==> config.mk <==
export PLATFORM = sky130hd
export DESIGN_NAME = bit_serializer
export DESIGN_NICKNAME = d
export VERILOG_FILES = /design/src/rtl/bit_serializer_pkg.sv /design/src/rtl/bit_serializer.sv
export SDC_FILE = /design/constraint.sdc
export NUM_CORES = 1
export LEC_CHECK = 0
export CAP_MARGIN = 20
export CORE_MARGIN = 8
export CORE_UTILIZATION = 47
export DETAILED_ROUTE_END_ITERATION = 16
export PLACE_DENSITY = 0.74
export SETUP_SLACK_MARGIN = 0.15
export SYNTH_ARGS = -nofsm -noshare
export SYNTH_HDL_FRONTEND = slang
export SYNTH_SLANG_ARGS = --single-unit
==> constraint.sdc <==
create_clock -name Clock -period 1.6 [get_ports Clock]
set_input_delay 0.16 -clock Clock [delete_from_list [all_inputs] [get_ports Clock]]
set_output_delay 0.16 -clock Clock [all_outputs]
set_load 0.02 [all_outputs]
==> src/rtl/bit_serializer_pkg.sv <==
// Shared definitions for the serializer front end and the downstream
// Moore sequence detector fed by the serial line w.
package bit_serializer_pkg;

  // Serializer control states; a single bit is enough for two states.
  typedef enum logic {
    IDLE  = 1'b0,
    SHIFT = 1'b1
  } state_e;

  // Default word geometry and the level driven on w between words.
  localparam int   DEFAULT_WIDTH      = 8;
  localparam logic DEFAULT_IDLE_LEVEL = 1'b0;

  // Downstream detector states: count consecutive 1s seen on w and saturate.
  // z is raised while the detector sits in DET_S3, i.e. after three 1s in a row.
  localparam logic [1:0] DET_S0 = 2'd0;
  localparam logic [1:0] DET_S1 = 2'd1;
  localparam logic [1:0] DET_S2 = 2'd2;
  localparam logic [1:0] DET_S3 = 2'd3;

  // Width of a counter that has to index every bit of a word; never below 1.
  function automatic int cnt_width(input int width);
    int w;
    w = $clog2(width);
    if (w < 1) begin
      w = 1;
    end else begin
      w = w;
    end
    return w;
  endfunction

endpackage

==> src/rtl/bit_serializer.sv <==
// Parallel-to-serial front end: takes WIDTH-bit words over valid/ready and
// drives them one bit per clock onto w. A one-word holding register lets a
// second word be queued so consecutive words stream with no idle gap.
module bit_serializer
  import bit_serializer_pkg::*;
#(
  parameter int   WIDTH      = DEFAULT_WIDTH,
  parameter bit   MSB_FIRST  = 1'b1,
  parameter logic IDLE_LEVEL = DEFAULT_IDLE_LEVEL
) (
  input  logic             Clock,
  input  logic             Reset,
  input  logic [WIDTH-1:0] din,
  input  logic             din_valid,
  output logic             din_ready,
  output logic             w,
  output logic             w_valid,
  output logic             word_done,
  output logic             busy
);

  localparam int             CW       = cnt_width(WIDTH);
  localparam logic [CW-1:0]  CNT_LAST = CW'(WIDTH - 1);

  state_e           state_q, state_d;
  logic [WIDTH-1:0] sh_q, sh_d;
  logic [CW-1:0]    cnt_q, cnt_d;
  logic [WIDTH-1:0] hold_q, hold_d;
  logic             hold_full_q, hold_full_d;

  logic             accept_s;
  logic             last_bit_s;
  logic [WIDTH-1:0] sh_shifted_s;

  // Handshake, shift direction and the externally visible status outputs.
  // Ready depends only on registered state, never on din_valid.
  always_comb begin
    din_ready  = !hold_full_q;
    accept_s   = din_valid && !hold_full_q;
    last_bit_s = (cnt_q == CNT_LAST);
    if (MSB_FIRST) begin
      sh_shifted_s = {sh_q[WIDTH-2:0], 1'b0};
    end else begin
      sh_shifted_s = {1'b0, sh_q[WIDTH-1:1]};
    end
    w_valid   = (state_q == SHIFT);
    if (w_valid) begin
      w = MSB_FIRST ? sh_q[WIDTH-1] : sh_q[0];
    end else begin
      w = IDLE_LEVEL;
    end
    word_done = w_valid && last_bit_s;
    busy      = w_valid || hold_full_q;
  end

  // Next-state logic for the control FSM and the shift/hold datapath.
  always_comb begin
    state_d     = state_q;
    sh_d        = sh_q;
    cnt_d       = cnt_q;
    hold_d      = hold_q;
    hold_full_d = hold_full_q;
    case (state_q)
      IDLE: begin
        if (accept_s) begin
          sh_d    = din;
          cnt_d   = '0;
          state_d = SHIFT;
        end else begin
          state_d = IDLE;
        end
      end
      SHIFT: begin
        if (!last_bit_s) begin
          // Mid-word: advance one bit; a new word can only go to hold.
          sh_d  = sh_shifted_s;
          cnt_d = cnt_q + CW'(1);
          if (accept_s) begin
            hold_d      = din;
            hold_full_d = 1'b1;
          end else begin
            hold_full_d = hold_full_q;
          end
        end else if (hold_full_q) begin
          // Last bit with a queued word: chain it in without a gap.
          sh_d        = hold_q;
          hold_full_d = 1'b0;
          cnt_d       = '0;
        end else if (accept_s) begin
          // Last bit, hold empty, word offered now: load it straight in.
          sh_d  = din;
          cnt_d = '0;
        end else begin
          // Nothing queued: go quiet and let w return to the idle level.
          cnt_d   = '0;
          state_d = IDLE;
        end
      end
      default: begin
        state_d     = IDLE;
        cnt_d       = '0;
        hold_full_d = 1'b0;
      end
    endcase
  end

  // State registers; Reset aborts any word in flight and drops the held word.
  always_ff @(posedge Clock or posedge Reset) begin
    if (Reset) begin
      state_q     <= IDLE;
      sh_q        <= '0;
      cnt_q       <= '0;
      hold_q      <= '0;
      hold_full_q <= 1'b0;
    end else begin
      state_q     <= state_d;
      sh_q        <= sh_d;
      cnt_q       <= cnt_d;
      hold_q      <= hold_d;
      hold_full_q <= hold_full_d;
    end
  end

endmodule

; ---- Yosys cells after proc, flatten, opt, wreduce, memory -nomap -nowiden
; Index checks and enable logic that the tools add are counted.
[totals]
reg_bits = 21
in_bits = 11
output_inout_bits = 5
[classes]
n_addsub = 1
n_eq_ne = 2
n_mux = 14
bitwise = 2
reduce_logical = 7
[op_table]
columns = op, n
row1 = $mux 8, 3
row2 = $pmux 8 s2, 1
row3 = $mux 1, 6
row4 = $mux 3, 2
row5 = $pmux 3 s2, 1
row6 = $add 3x1->3 const B, 1
row7 = $eq 3x3->1 const B, 1
row8 = $reduce_and 3->1, 1
row9 = $logic_and 1x1->1, 2
row10 = $ne 2x2->1 const B, 1
row11 = $not 1->1, 2
row12 = $pmux 1 s2, 1
row13 = $reduce_and 2->1, 1
row14 = $reduce_bool 2->1, 1
row15 = $logic_not 1->1, 1
row16 = $logic_or 1x1->1, 1

; ---- Logic depth before layout (Yosys ltp)
[depth]
depth_word = 6
mapped_depth = 6
ltp_nobuf = 5

; ---- Worst setup path after synthesis
; Ideal clock, no wire load.
[synth_path]
path_type = reg2reg
start = reg cnt_q[0]
end = reg hold_q[0]
setup_time_ns = 0.125
arrival_ns = 1.511
slack_ns = -0.036
path_stages_with_launch = 6
n_path_buf = 0
period_less_slack_ns = 1.636
path_cell_list = dfrtp_1 > ha_1 > ha_1 > nand2b_1 > nor2_8 > mux2_4
[synth_via]
elab_chain_cells = 3
[synth_rtl]
columns = element, line
row1 = "start, declared", bit_serializer.sv:27  ; logic [CW-1:0] cnt_q, cnt_d;
row2 = "start signal, assigned", bit_serializer.sv:118  ; cnt_q <= cnt_d;
row3 = $eq 3x3->1, bit_serializer.sv:40  ; last_bit_s = (cnt_q == CNT_LAST);
row4 = $not 1->1 (no source line), n/a
row5 = $reduce_and 3->1 (no source line), n/a
row6 = "end signal, assigned", bit_serializer.sv:119  ; hold_q <= hold_d;
row7 = "end, declared", bit_serializer.sv:28  ; logic [WIDTH-1:0] hold_q, hold_d;
; Every way passes these cells.
; A chain may end at the register's enable or synchronous reset.

; ---- Final worst setup path
[layout_path]
start = reg cnt_q[0]
end = reg hold_q[5]
; The elaborated chain is that of the path after synthesis.

==> results.toml <==
[critical_path]
path_max_fanout = 8
cp_top_family = "flip-flops"
path_depth = 5
crit_path_end_kind = "flip-flop"
worstPathCellList = "ha_4 -> ha_4 -> nand2b_4 -> nor2_8 -> mux2_4"
slowest_stage = "dfrtp_1"
critPathArrivalTime_ns = 1.78
slowest_delay_ns = 0.43
worstRegToRegCells = 5
r2r_slack_ns = 0.03
worst_setup_path_start_kind = "flip-flop"
cpMostUsedCell = "ha_4"
cp.required_ns = 1.81
crit_type = "flip-flop to flip-flop"
crit_buf_inv = 0

[run]
cap_violations = 0

[clocking]
clk_pin_slew_worst_paths_ns = 0.13
cts_buffers = 3
insertion_delay_ns = 0.32
htreeDepth = 1
cts_tree = "done"
clock_path_buffers = 2
cts_num_sinks = 21
cts_root_buffer = "clkbuf_4"
postCtsHoldBufs = 0

[routing]
drt-total-wl_microns = 2575
wl_per_cell_microns = 16.61
drtPass1Iterations = 4
vias = 845
initialDrtViolationCount = 34
ant_nets = 0
drc_errors = 0
viasPerCell = 5.452

[yosys]
netlist_instances = 94
synthDistinctLibCells = 22
synthTopCellsByArea = "dfrtp_1 50%, mux2_4 11%, nand2_1 8.6%"
synth_area_per_cell_sq_um = 11.11
ys_ff_latch = 21
synth.cell_area_sq_um = 1045
yosys_warnings = 0
yosysSeqAreaShare_pct = 50.30
yosys.area.top_type_share_pct = 50.30
synth_largest_area_cell = "dfrtp_1"
syn-num-nets = 108

[timing]
timing.fmax_mhz = 635.2
setup_viol = 0
finalMaxSlewViolations = 0
finalCriticalPeriod_ns = 1.574
layout_worst_path_cycle_share_pct = 98.40
rsz0062_at_grt = "yes"
slew_headroom_pct = 81.85
worst_slew_pin_slew_ns = 0.2723
setup_slack_ns = 0.02557
hold_violations = 0
finalClockSkew_ns = 0.01168

[power_and_ir_drop]
ir_worst_vdd_mv = 1.203
leakage_nw = 0.6515
p_per_area_nw_per_um2 = 2040

[place]
dpl.hpwl_microns = 1624
place_congestion = 0.7594
placed_cell_area_sq_um = 1284
pre_cts_ws_ns = -0.01864
port_buffers = 15

[global_route]
grt_pass1_wl_microns = 4167
grt_usage_pct = 12.91
antenna_found_initial = 0
grt_max_degree = 22
grt_pass1_vias = 893
grt-ovfl-total = 0

[layout]
finalInstanceArea_sq_um = 1453
syn2layout_area_growth_pct = 39.04
fin_util_pct = 67.62
diodes = 0
final_nets = 142
drive_above_1_share_pct = 39.37

[die]
start_util_pct = 48.63
io_pins = 16
coreArea_sq_um = 2148
dieArea_sq_um = 3987
rows = 17
die_h_microns = 63.15
die_x_microns = 63.15

[outcome]
outcome = "finished clean"

[hold_path]
hp-class = "primary input to asynchronous set/reset pin"
==> area by class of cell <==
class,count,area (sq um)
clock inverters,1,5.005
inverters,3,13.76
clock buffers,3,22.52
fillers,151,695.7
multi-input cells,66,561.8
repair buffers,33,287.8
well taps,28,35.03
flip-flops and latches,21,526.8
==> cell families after synthesis <==
| kind of cell | Yosys count | synth area share (%) |
|---|---|---|
| and+or+nand+nor | 33 | 16.05 |
| AOI/OAI and AO/OA | 22 | 14.73 |
| DFF | 21 | 50.30 |
| muxes | 8 | 11.50 |
| buffers and inverters | 7 | 3.832 |
| adders and majority gates | 3 | 3.593 |
==> stage by stage <==
stage / cells / TNS [ns] / hold slack (ns) / total power, mW
2_1_floorplan: 94 / 0 / 0.1365 / 1.939
3_3_place_gp: 141 / 0 / 0.5008 / 2.294
3_5_place_dp: 141 / -0.01864 / 0.4967 / 2.359
4_1_cts: 154 / 0 / 0.1694 / 2.842
5_1_grt: 155 / -0.01285 / 0.1664 / 3.151
6_report: 155 / 0 / 0.1514 / 2.964
==> cell usage in the layout, fill, tap and decap left out, drive strengths merged <==
cell,count
clkinv,1
nor2b,1
nor3,1
inv,3
mux2,8
or2,1
ha,3
clkdlybuf4s50,10
o22ai,8
nor2,1
dlygate4sd2,1
o21ai,4
nand2,24
and2,2
o211ai,1
and2b,1
a211oi,2
nand2b,2
clkbuf,3
dfrtp,21
buf,22
a32oi,7
==> where the power goes <==
part,internal [mW],switching (mW)
combinational,0.913,0.772
clock,0.0938,0.173
sequential,0.811,0.202
total,1.82,1.15
==> cell usage after synthesis <==
library cell,count
nor3_1,1
a32oi_1,7
and2_1,2
nor2_8,1
o21ai_0,1
buf_8,1
o22ai_1,8
dfrtp_1,21
buf_2,2
or2_2,1
inv_1,3
clkbuf_1,1
nand2b_1,1
o211ai_1,1
ha_1,3
mux2_4,8
nor2b_1,1
nand2_1,24
a211oi_1,2
o21ai_1,3
and2b_1,1
nand2b_4,1
==> routing by layer <==
layer / share of wire (%) / GRT usage [%]
met3: 6.3 / 5.654
met2: 52 / 22.41
met1: 40 / 13.80
met4: 1.1 / 3.704
met5: 0 / 0
==> path summary, 6_finish.rpt <==
| check | startpoint | endpoint |
|---|---|---|
| worst min register to register | hold_q[4]$_DFFE_PP0P_ | hold_q[4]$_DFFE_PP0P_ |
| worst max register to register | cnt_q[0]$_DFFE_PP0P_ | hold_q[5]$_DFFE_PP0P_ |
| worst max-delay path | cnt_q[0]$_DFFE_PP0P_ | hold_q[5]$_DFFE_PP0P_ |
| worst min-delay path | Reset | hold_q[3]$_DFFE_PP0P_ |
| max in group asynchronous | Reset | hold_full_q$_DFFE_PP0P_ |
| min in group Clock | din[4] | sh_q[4]$_DFF_PP0_ |
==> worst reg2reg max path: stages (launching register included) <==
cell      delay, ns
dfrtp_1        0.43
ha_4           0.19
ha_4           0.16
nand2b_4       0.16
nor2_8         0.21
mux2_4         0.33
==> sequential cells by signal, summed over array words and instances (netlist names) <==
signal	count
cnt_q	3
hold_full_q	1
sh_q	8
hold_q	8
w_valid	1
==> timing repair <==
action,in CTS,in global routing
pin swaps,3,3
gates cloned,0,0
endpoints found under the setup margin,21,18
buffers inserted,9,1
resized for setup,27,12
Note: power is estimated with default switching activity, not from simulation.
